==> src/rtl/key_event.sv <==
// key_event: turns the debounced key level into one-cycle gesture pulses.
// press/release on every edge; click, double, long and repeat by hold timing.
module key_event #(
  parameter int unsigned N        = 20,
  parameter int unsigned T_LONG   = 1_000_000,
  parameter int unsigned T_DOUBLE = 500_000,
  parameter int unsigned T_REPEAT = 250_000
) (
  input  logic clk,
  input  logic n_rst,
  input  logic din,
  output logic press_evt,
  output logic release_evt,
  output logic click_evt,
  output logic double_evt,
  output logic long_evt,
  output logic repeat_evt
);

  typedef enum logic [2:0] {
    S_IDLE = 3'd0,
    S_HOLD = 3'd1,
    S_GAP  = 3'd2,
    S_LONG = 3'd3,
    S_DBL  = 3'd4
  } state_t;

  localparam logic [N-1:0] LONG_END = N'(T_LONG - 1);
  localparam logic [N-1:0] DBL_END  = N'(T_DOUBLE - 1);
  localparam logic [N-1:0] REP_END  = N'(T_REPEAT - 1);
  localparam logic [N-1:0] ONE      = N'(1);

  state_t       state;
  logic [N-1:0] cnt;
  logic         din_d;
  logic         rise;
  logic         fall;

  assign rise = din & ~din_d;
  assign fall = ~din & din_d;

  // A timeout compare of cnt==T-1 lands exactly T edges after entry,
  // because entry clears cnt and each following edge adds one.
  always_ff @(posedge clk or negedge n_rst) begin
    if (!n_rst) begin
      state       <= S_IDLE;
      cnt         <= '0;
      din_d       <= 1'b0;
      press_evt   <= 1'b0;
      release_evt <= 1'b0;
      click_evt   <= 1'b0;
      double_evt  <= 1'b0;
      long_evt    <= 1'b0;
      repeat_evt  <= 1'b0;
    end else begin
      din_d       <= din;
      press_evt   <= rise;
      release_evt <= fall;
      click_evt   <= 1'b0;
      double_evt  <= 1'b0;
      long_evt    <= 1'b0;
      repeat_evt  <= 1'b0;
      case (state)
        S_IDLE: begin
          cnt <= '0;
          if (rise) begin
            state <= S_HOLD;
          end
        end
        S_HOLD: begin
          if (fall) begin
            state <= S_GAP;
            cnt   <= '0;
          end else if (cnt == LONG_END) begin
            long_evt <= 1'b1;
            state    <= S_LONG;
            cnt      <= '0;
          end else begin
            cnt <= cnt + ONE;
          end
        end
        S_GAP: begin
          if (rise) begin
            double_evt <= 1'b1;
            state      <= S_DBL;
            cnt        <= '0;
          end else if (cnt == DBL_END) begin
            click_evt <= 1'b1;
            state     <= S_IDLE;
            cnt       <= '0;
          end else begin
            cnt <= cnt + ONE;
          end
        end
        S_LONG: begin
          if (fall) begin
            state <= S_IDLE;
            cnt   <= '0;
          end else if (cnt == REP_END) begin
            repeat_evt <= 1'b1;
            cnt        <= '0;
          end else begin
            cnt <= cnt + ONE;
          end
        end
        S_DBL: begin
          cnt <= '0;
          if (fall) begin
            state <= S_IDLE;
          end
        end
        default: begin
          state       <= S_IDLE;
          cnt         <= '0;
          press_evt   <= 1'b0;
          release_evt <= 1'b0;
        end
      endcase
    end
  end

endmodule

==> config.mk <==
export PLATFORM = sky130hd
export DESIGN_NAME = key_event
export DESIGN_NICKNAME = d
export VERILOG_FILES = /design/src/rtl/key_event.sv
export SDC_FILE = /design/constraint.sdc
export NUM_CORES = 1
export LEC_CHECK = 0
export ABC_AREA = 1
export CELL_PAD_IN_SITES_DETAIL_PLACEMENT = 1
export CELL_PAD_IN_SITES_GLOBAL_PLACEMENT = 1
export CORE_ASPECT_RATIO = 1.75
export CORE_UTILIZATION = 47
export CTS_CLUSTER_SIZE = 40
export DETAILED_ROUTE_END_ITERATION = 12
export MAX_ROUTING_LAYER = met4
export PLACE_DENSITY = 0.9
export RECOVER_POWER = 50
export SKIP_LAST_GASP = 1
export SLEW_MARGIN = 20
export SYNTH_ARGS = -nofsm -noshare
export SYNTH_HDL_FRONTEND = slang
export SYNTH_SLANG_ARGS = --single-unit
==> constraint.sdc <==
create_clock -name clk -period 2.53 [get_ports clk]
set_input_delay 0.6325 -clock clk [delete_from_list [all_inputs] [get_ports clk]]
set_output_delay 0.6325 -clock clk [all_outputs]
set_load 0.01 [all_outputs]
# == Yosys cells after proc, flatten, opt, wreduce, memory -nomap -nowiden ==
# Cells that the tools add are included.
# W data, S select, Z words.
# word_totals
reg_bits,30
inputBits,3
out_inout_bits,6
elab_cells,56
# op_classes
addsub,1
eq_ne,11
n_mux,27
bitwise,4
n_reduce_logical,4
# op_table
operator,n
$mux W20,6
$pmux W20 S3,1
$add A20 B1 Y20 const B,1
$eq A20 B18 Y1 const B,1
$eq A20 B19 Y1 const B,1
$eq A20 B20 Y1 const B,1
$mux W3,6
$mux W1,13
$pmux W3 S4,1
$eq A3 B2 Y1 const B,2
$ne A3 B3 Y1 const B,2
$reduce_or A5 Y1,1
$reduce_and A4 Y1,1
$eq A3 B1 Y1 const B,1
$eq A3 B3 Y1 const B,1
$logic_not A3 Y1,1
$and A1 B1 Y1,2
$ne A2 B1 Y1 const B,1
$ne A2 B2 Y1 const B,1
$not A1 Y1,2
$reduce_or A2 Y1,1

# == Longest topological paths before layout ==
# Gate-level depths: netlist (run 1).
# depth
depth_word,4
depth_mapped,11
ltp_nobuf,11

# == Least setup slack after synthesis (run 1) ==
# Ideal clock, no wire load.
# synth_path
path_type,input port to flip-flop
from,in din
to,reg cnt[14]
setup_ps,113
arrival_time_ps,1402
required_time_ps,2417
setup_slack_ps,1015
stages,9
path_buffers,1
path_cell_list,inv_1 -> nand2_1 -> nand2_1 -> inv_1 -> nand2_2 -> nand3_4 -> buf_6 -> nand2_1 -> inv_1
# synth_via
elab_chain_cells,4
elab_cells_between_ends,7
classes_between,4 x mux; 3 x bitwise
# synth_lines
element,line_no,text
"start, declared",11,"input logic din,"
$not A1 Y1,40,assign fall = ~din & din_d;
$and A1 B1 Y1,40,
$mux W20 (on tied branches),"96, 71",
$pmux W20 S3 (*),63,case (state)
"end signal, assigned",79,cnt <= cnt + ONE;
"end signal, assigned",92,cnt <= cnt + ONE;
"end signal, assigned",103,cnt <= cnt + ONE;
"end, declared",34,logic [N-1:0] cnt;
# Mark *: on every way between the ends. The rest lies on a longest branch, timed or not.
# A chain may end at the register's enable or synchronous reset.

# == Worst setup path in the final report (run 1) ==
# layout_path
from,in din
to,reg cnt[1]
# Same word-level chain as after synthesis.

==> metrics, run 1 <==
Initial Utilization 48.8%; setup TNS 0 ps; Yosys top cell by area dfrtp_1; Achievable Freq around 490 MHz; DRT iter0 DRCs 36; Util after Layout 54.4%; clk buf depth 2; vias in the first global route around 1800; Mean Syn Cell Area between 6 and 7 um^2; crit path kind in -> reg; IO Pins 9; Mapped Cells 270; worst slack, placed 283 ps; crit end category flop; # Post-CTS Setup Buffers 0; worst vdd ir a little over 0.6 mV; final setup vio count 0; Critical Path Fanout Max 18; GRT Resource Usage Total around 27%; Final GP Congestion roughly 0.88; Detail Placement HPWL 3860 um; die area 4280 um^2; Core Region a little under 4000 um^2; Hold Path Class reg -> reg; Final ANT Viol Nets 0; CP Data Arrival Time ~2200 ps; Hold Buf Count CTS 0; Slew @ Worst Pin 763 ps; unrepaired setup endpoints after global routing false; critical path launch point type primary input; WL per Instance around 15 um; DRC 0; Rel. slew slack a little under 50%; first-pass GRT wire length 8230 um; Layout Nets around 290; vias between 1500 and 2000; pin count of the biggest net entering global routing 31; n_diodes 0; period utilization around 81%; initial antenna violation count 0; total congestion overflow 0; fin. max-slew vios 0; Seq cells post-synth 30; TritonCTS clock tree yes; PwrDens 647 nW/um^2; Die Ht ~86 um; die width 49.9 um; Post-DP Area about 2000 um^2; Final min period between 2000 and 2500 ps; Sink Count 30; final WL 4910 um; status finished clean; commonest register cell after synthesis dfrtp_1; P_leak approximately 0.0011 uW; clock latency on the worst-skew pair around 290 ps; Synth top cells by count nand2_1, inv_1, nor2_1; Rows 30; maxcap violations 0; hold path start state[0]; most common cell in the netlist nand2_1; root buf cell clkbuf_8; Synth area leaders dfrtp_1, nand2_1, inv_1; DR pass1 iterations 4; fillcell total 514; final worst setup slack 481 ps; routed vias/inst between 5 and 6; Post-synth EDFFs 0; Clk pin slew, worst setup/hold paths ~60 ps; CP required between 2000 and 3000 ps; Seq/Total Area, Yosys between 30% and 40%; synthesis-to-finish area growth 11.6%; H-tree Lvls 2; yosys warns 0; Tot Pwr between 1000 and 1500 uW; asr flop ratio synth 100%; Setup crit start din; layout cells sized above 1 between 10 and 15%; Num CTS Buffers 5; FF-to-FF Start cnt[11]; Distinct cells, synth 25; Final Hold Viols 0; Setup Skew 6.52 ps; top-area cell type share of the netlist area 39.8%; final instance area 2100 um^2; Net Count, Synth approximately 270; Post-Syn Area between 1500 and 2000 um^2; post_cts resized 0; Port-buffer cells 8
state kept, by name, indices dropped and copies added (netlist names):
| signal | flops |
|---|---|
| double_evt | 1 |
| long_evt | 1 |
| cnt | 20 |
| repeat_evt | 1 |
| din_d | 1 |
| press_evt | 1 |
| click_evt | 1 |
| state | 3 |
| release_evt | 1 |
cell usage in the layout (no fill, tap or decap), drive strengths merged:
cell / instances
xnor2: 1
nor2: 47
nand4: 13
nor4: 4
and2: 8
dlygate4sd3: 2
ha: 1
o21ai: 2
o21bai: 1
and3: 1
nor3: 2
inv: 51
clkdlybuf4s50: 6
clkbuf: 9
nand2: 71
dfrtp: 30
xor2: 6
nand3: 26
a22oi: 1
per-layer routing:
metal | GRT usage [%] | vias up | wire length [um]
li1 | - | 848 | -
met1 | 25.9 | 836 | 1840
met2 | 49.9 | 28 | 2780
met3 | 3.72 | 13 | 118
met4 | 14.5 | 0 | 166
met5 | - | - | 0
area by class of cell:
class / instances / area [um^2] / area share [%]
clock buffers: 8 / 110 / 5.23
inverters: 51 / 191 / 9.10
multi-input cells: 184 / 907 / 43.1
flip-flops and latches: 30 / 751 / 35.7
well taps: 48 / 60.1 / 2.85
repair buffers: 9 / 85.1 / 4.04
per-stage QoR:
stage               hold slack, ps  instances
CTS                            556        330
detailed placement             541        322
global placement               522        322
global route                   576        330
floorplan                      337        270
finish                         542        330
worst paths after layout:
path | to | depth (start not counted) | slack (ps)
worst max-delay path | cnt[1] | 8 | 480
worst min-delay path | state[0] | 2 | 540
worst max register to register | cnt[1] | 7 | 720
worst min register to register | state[0] | 2 | 540
max in group asynchronous | repeat_evt | 2 | 1100
min in group asynchronous | cnt[9] | 2 | 940
worst max-delay path, stage by stage:
cell and delay, ps:
dlygate4sd3_1 550, inv_1 70, nand2_1 160, nand2_1 170
inv_1 80, nand2_2 110, nand3_4 210, and2_1 220
where the power goes:
group / internal (uW) / total, uW / switching (uW)
Sequential: 520 / 555 / 35.0
Combinational: 108 / 348 / 240
Clock: 274 / 458 / 184
Total: 902 / 1360 / 459
kinds of logic (layout without fill, tap and decap cells):
logic type                 after synthesis  in the layout  share of synthesized area [%]
and+or+nand+nor                        172            172                           42.9
adders and majority gates                1              1                          0.663
DFF                                     30             30                           39.8
AOI/OAI and AO/OA                        4              4                           1.33
xor gates and xnor gates                 7              7                           3.25
buffers and inverters                   56             68                           12.1
(Power assumes the default switching activity.)
==> run 2: changes to the inputs <==
--- a/config.mk
+++ b/config.mk
@@ -9,11 +9,11 @@
 export CELL_PAD_IN_SITES_DETAIL_PLACEMENT = 1
 export CELL_PAD_IN_SITES_GLOBAL_PLACEMENT = 1
 export CORE_ASPECT_RATIO = 1.75
-export CORE_UTILIZATION = 47
+export CORE_UTILIZATION = 43
 export CTS_CLUSTER_SIZE = 40
 export DETAILED_ROUTE_END_ITERATION = 12
 export MAX_ROUTING_LAYER = met4
-export PLACE_DENSITY = 0.9
+export PLACE_DENSITY = 0.84
 export RECOVER_POWER = 50
 export SKIP_LAST_GASP = 1
 export SLEW_MARGIN = 20
==> constraint.sdc (replaced) <==
create_clock -name clk -period 2 [get_ports clk]
set_input_delay 0.5 -clock clk [delete_from_list [all_inputs] [get_ports clk]]
set_output_delay 0.5 -clock clk [all_outputs]
set_load 0.01 [all_outputs]
==> run 2 against run 1 <==
  * Power up 22%
  * Clock power up 11%
  * Final area up 0.24%
  * Via count up 0.52%
  * Count of clock-buffer cells in the layout down 1
  * Final cell count up 1.2%
  * Critical endpoint is now cnt[16]
  * Critical path depth up 2
==> metrics, run 2 (same netlist as run 1, synthesis figures left out) <==
clock latency on the worst-skew pair around 290 ps; crit end category flop; Tot Pwr approximately 1700 uW; final setup vio count 0; unrepaired setup endpoints after global routing false; n_diodes 0; die area about 4700 um^2; R2R depth 10; Core Region 4150 um^2; layout cells sized above 1 between 10% and 20%; pin count of the biggest net entering global routing 31; worst vdd ir 0.669 mV; synthesis-to-finish area growth 11.9%; Critical Path Fanout Max 5; most frequent cells in the layout nand2_1, inv_1, nor2_1; P_leak ~0.0011 uW; max FFs per register 20; routed vias/inst 5.19; Final GP Congestion ~0.86; Rows 31; # Post-CTS Setup Buffers 0; Clk pin slew, worst setup/hold paths around 70 ps; Hold Buf Count CTS 0; status finished clean; H-tree Lvls 2; vias in the first global route 1793; TritonCTS clock tree yes; Worst setup endpoint cnt[16]; clk buf depth 2; final WL just under 5000 um; Hold Crit Depth 2; IO Pins 9; CP required ~2200 ps; Final Hold Viols 0; Largest regs cnt x20, state x3; FF-to-FF Start cnt[0]; Rel. slew slack between 50% and 60%; DRC 0; WL per Instance roughly 15 um; leading cell type in the layout, fill and taps excluded nand2_1; Util after Layout around half; setup TNS 0 ps; die width ~52 um; r2r setup slk 230 ps; first-pass GRT wire length ~8300 um; Layout Nets about 290; initial antenna violation count 0; Slew @ Worst Pin between 700 and 800 ps; Sink Count 30; critical path launch point type flop; Final ANT Viol Nets 0; vias 1734; root buf cell clkbuf_8; DRT iter0 DRCs 39; fin. max-slew vios 0; Achievable Freq roughly 560 MHz; Detail Placement HPWL slightly below 4000 um; period utilization about nine tenths; Die Ht between 80 and 90 um; hold path start state[0]; total congestion overflow 0; Setup crit start cnt[0]; Port-buffer cells 8; Largest Register cnt; GRT Resource Usage Total about a quarter; Initial Utilization 45.4%; Num CTS Buffers 5; crit path kind reg -> reg; CP Data Arrival Time 1950 ps; DR pass1 iterations 6; post_cts resized 0; Setup Skew just under 8 ps; PwrDens a little under 800 nW/um^2; maxcap violations 0; Final min period 1770 ps; R2R Path End cnt[16]; Hold Path Class reg -> reg; fillcell total 574
## run 2: power by group
group          internal, uW  switching [uW]
sequential              657            48.7
combinational           147             303
clock                   277             231
## run 2: stage by stage
stage | instance area [um^2] | hold slack, ps | worst slack, ps | instances
2_1_floorplan | 1890 | 204 | 533 | 270
3_3_place_gp | 2020 | 529 | 30.1 | 326
3_5_place_dp | 2020 | 543 | -46.3 | 326
4_1_cts | 2110 | 560 | 199 | 334
5_1_grt | 2110 | 584 | 11.3 | 334
6_report | 2110 | 558 | 226 | 334
## run 2: worst min-delay path by stage
stage / end / slack [ps]
after floorplan: click_evt / 200
after global placement: state[0] / 530
after detailed placement: state[0] / 540
after CTS: state[0] / 560
after global routing: state[2] / 580
final: state[0] / 560
## run 2: final cells by class
| cell class | instances | area [um^2] | share of cell area (%) |
|---|---|---|---|
| Timing Repair Buffer | 12 | 108 | 5.10 |
| Clock buffer | 7 | 86.3 | 4.09 |
| Inverter | 51 | 191 | 9.07 |
| Tap cell | 49 | 61.3 | 2.91 |
| Multi-Input combinational cell | 184 | 907 | 43.0 |
| Clock inverter | 1 | 5.00 | 0.237 |
| Sequential cell | 30 | 751 | 35.6 |
## run 2: routing by layer
layer  global-route usage, %  part of all wire, %  vias up
li1                        -                    -      857
met1                    24.9                   37      848
met2                    49.2                   59       19
met3                    3.70                  1.9       10
met4                    9.83                  2.1        0
met5                       -                    0        -
## run 2: critical path: stages (launching register included)
cell	delay, ps
dfrtp_1	380
ha_1	200
nand2_2	110
nor2_2	180
nand2_1	170
nor2_4	180
nand2_1	110
o21ai_0	160
nand2_1	70
nand2_1	60
inv_1	40
==> run 3: changes to the inputs <==
--- a/config.mk
+++ b/config.mk
@@ -6,6 +6,7 @@
 export NUM_CORES = 1
 export LEC_CHECK = 0
 export ABC_AREA = 1
+export ABC_CLOCK_PERIOD_IN_PS = 2000
 export CELL_PAD_IN_SITES_DETAIL_PLACEMENT = 1
 export CELL_PAD_IN_SITES_GLOBAL_PLACEMENT = 1
 export CORE_ASPECT_RATIO = 1.75
==> results of run 3 <==
Same layout as run 2: the final DEF is identical, and so are final timing and power.
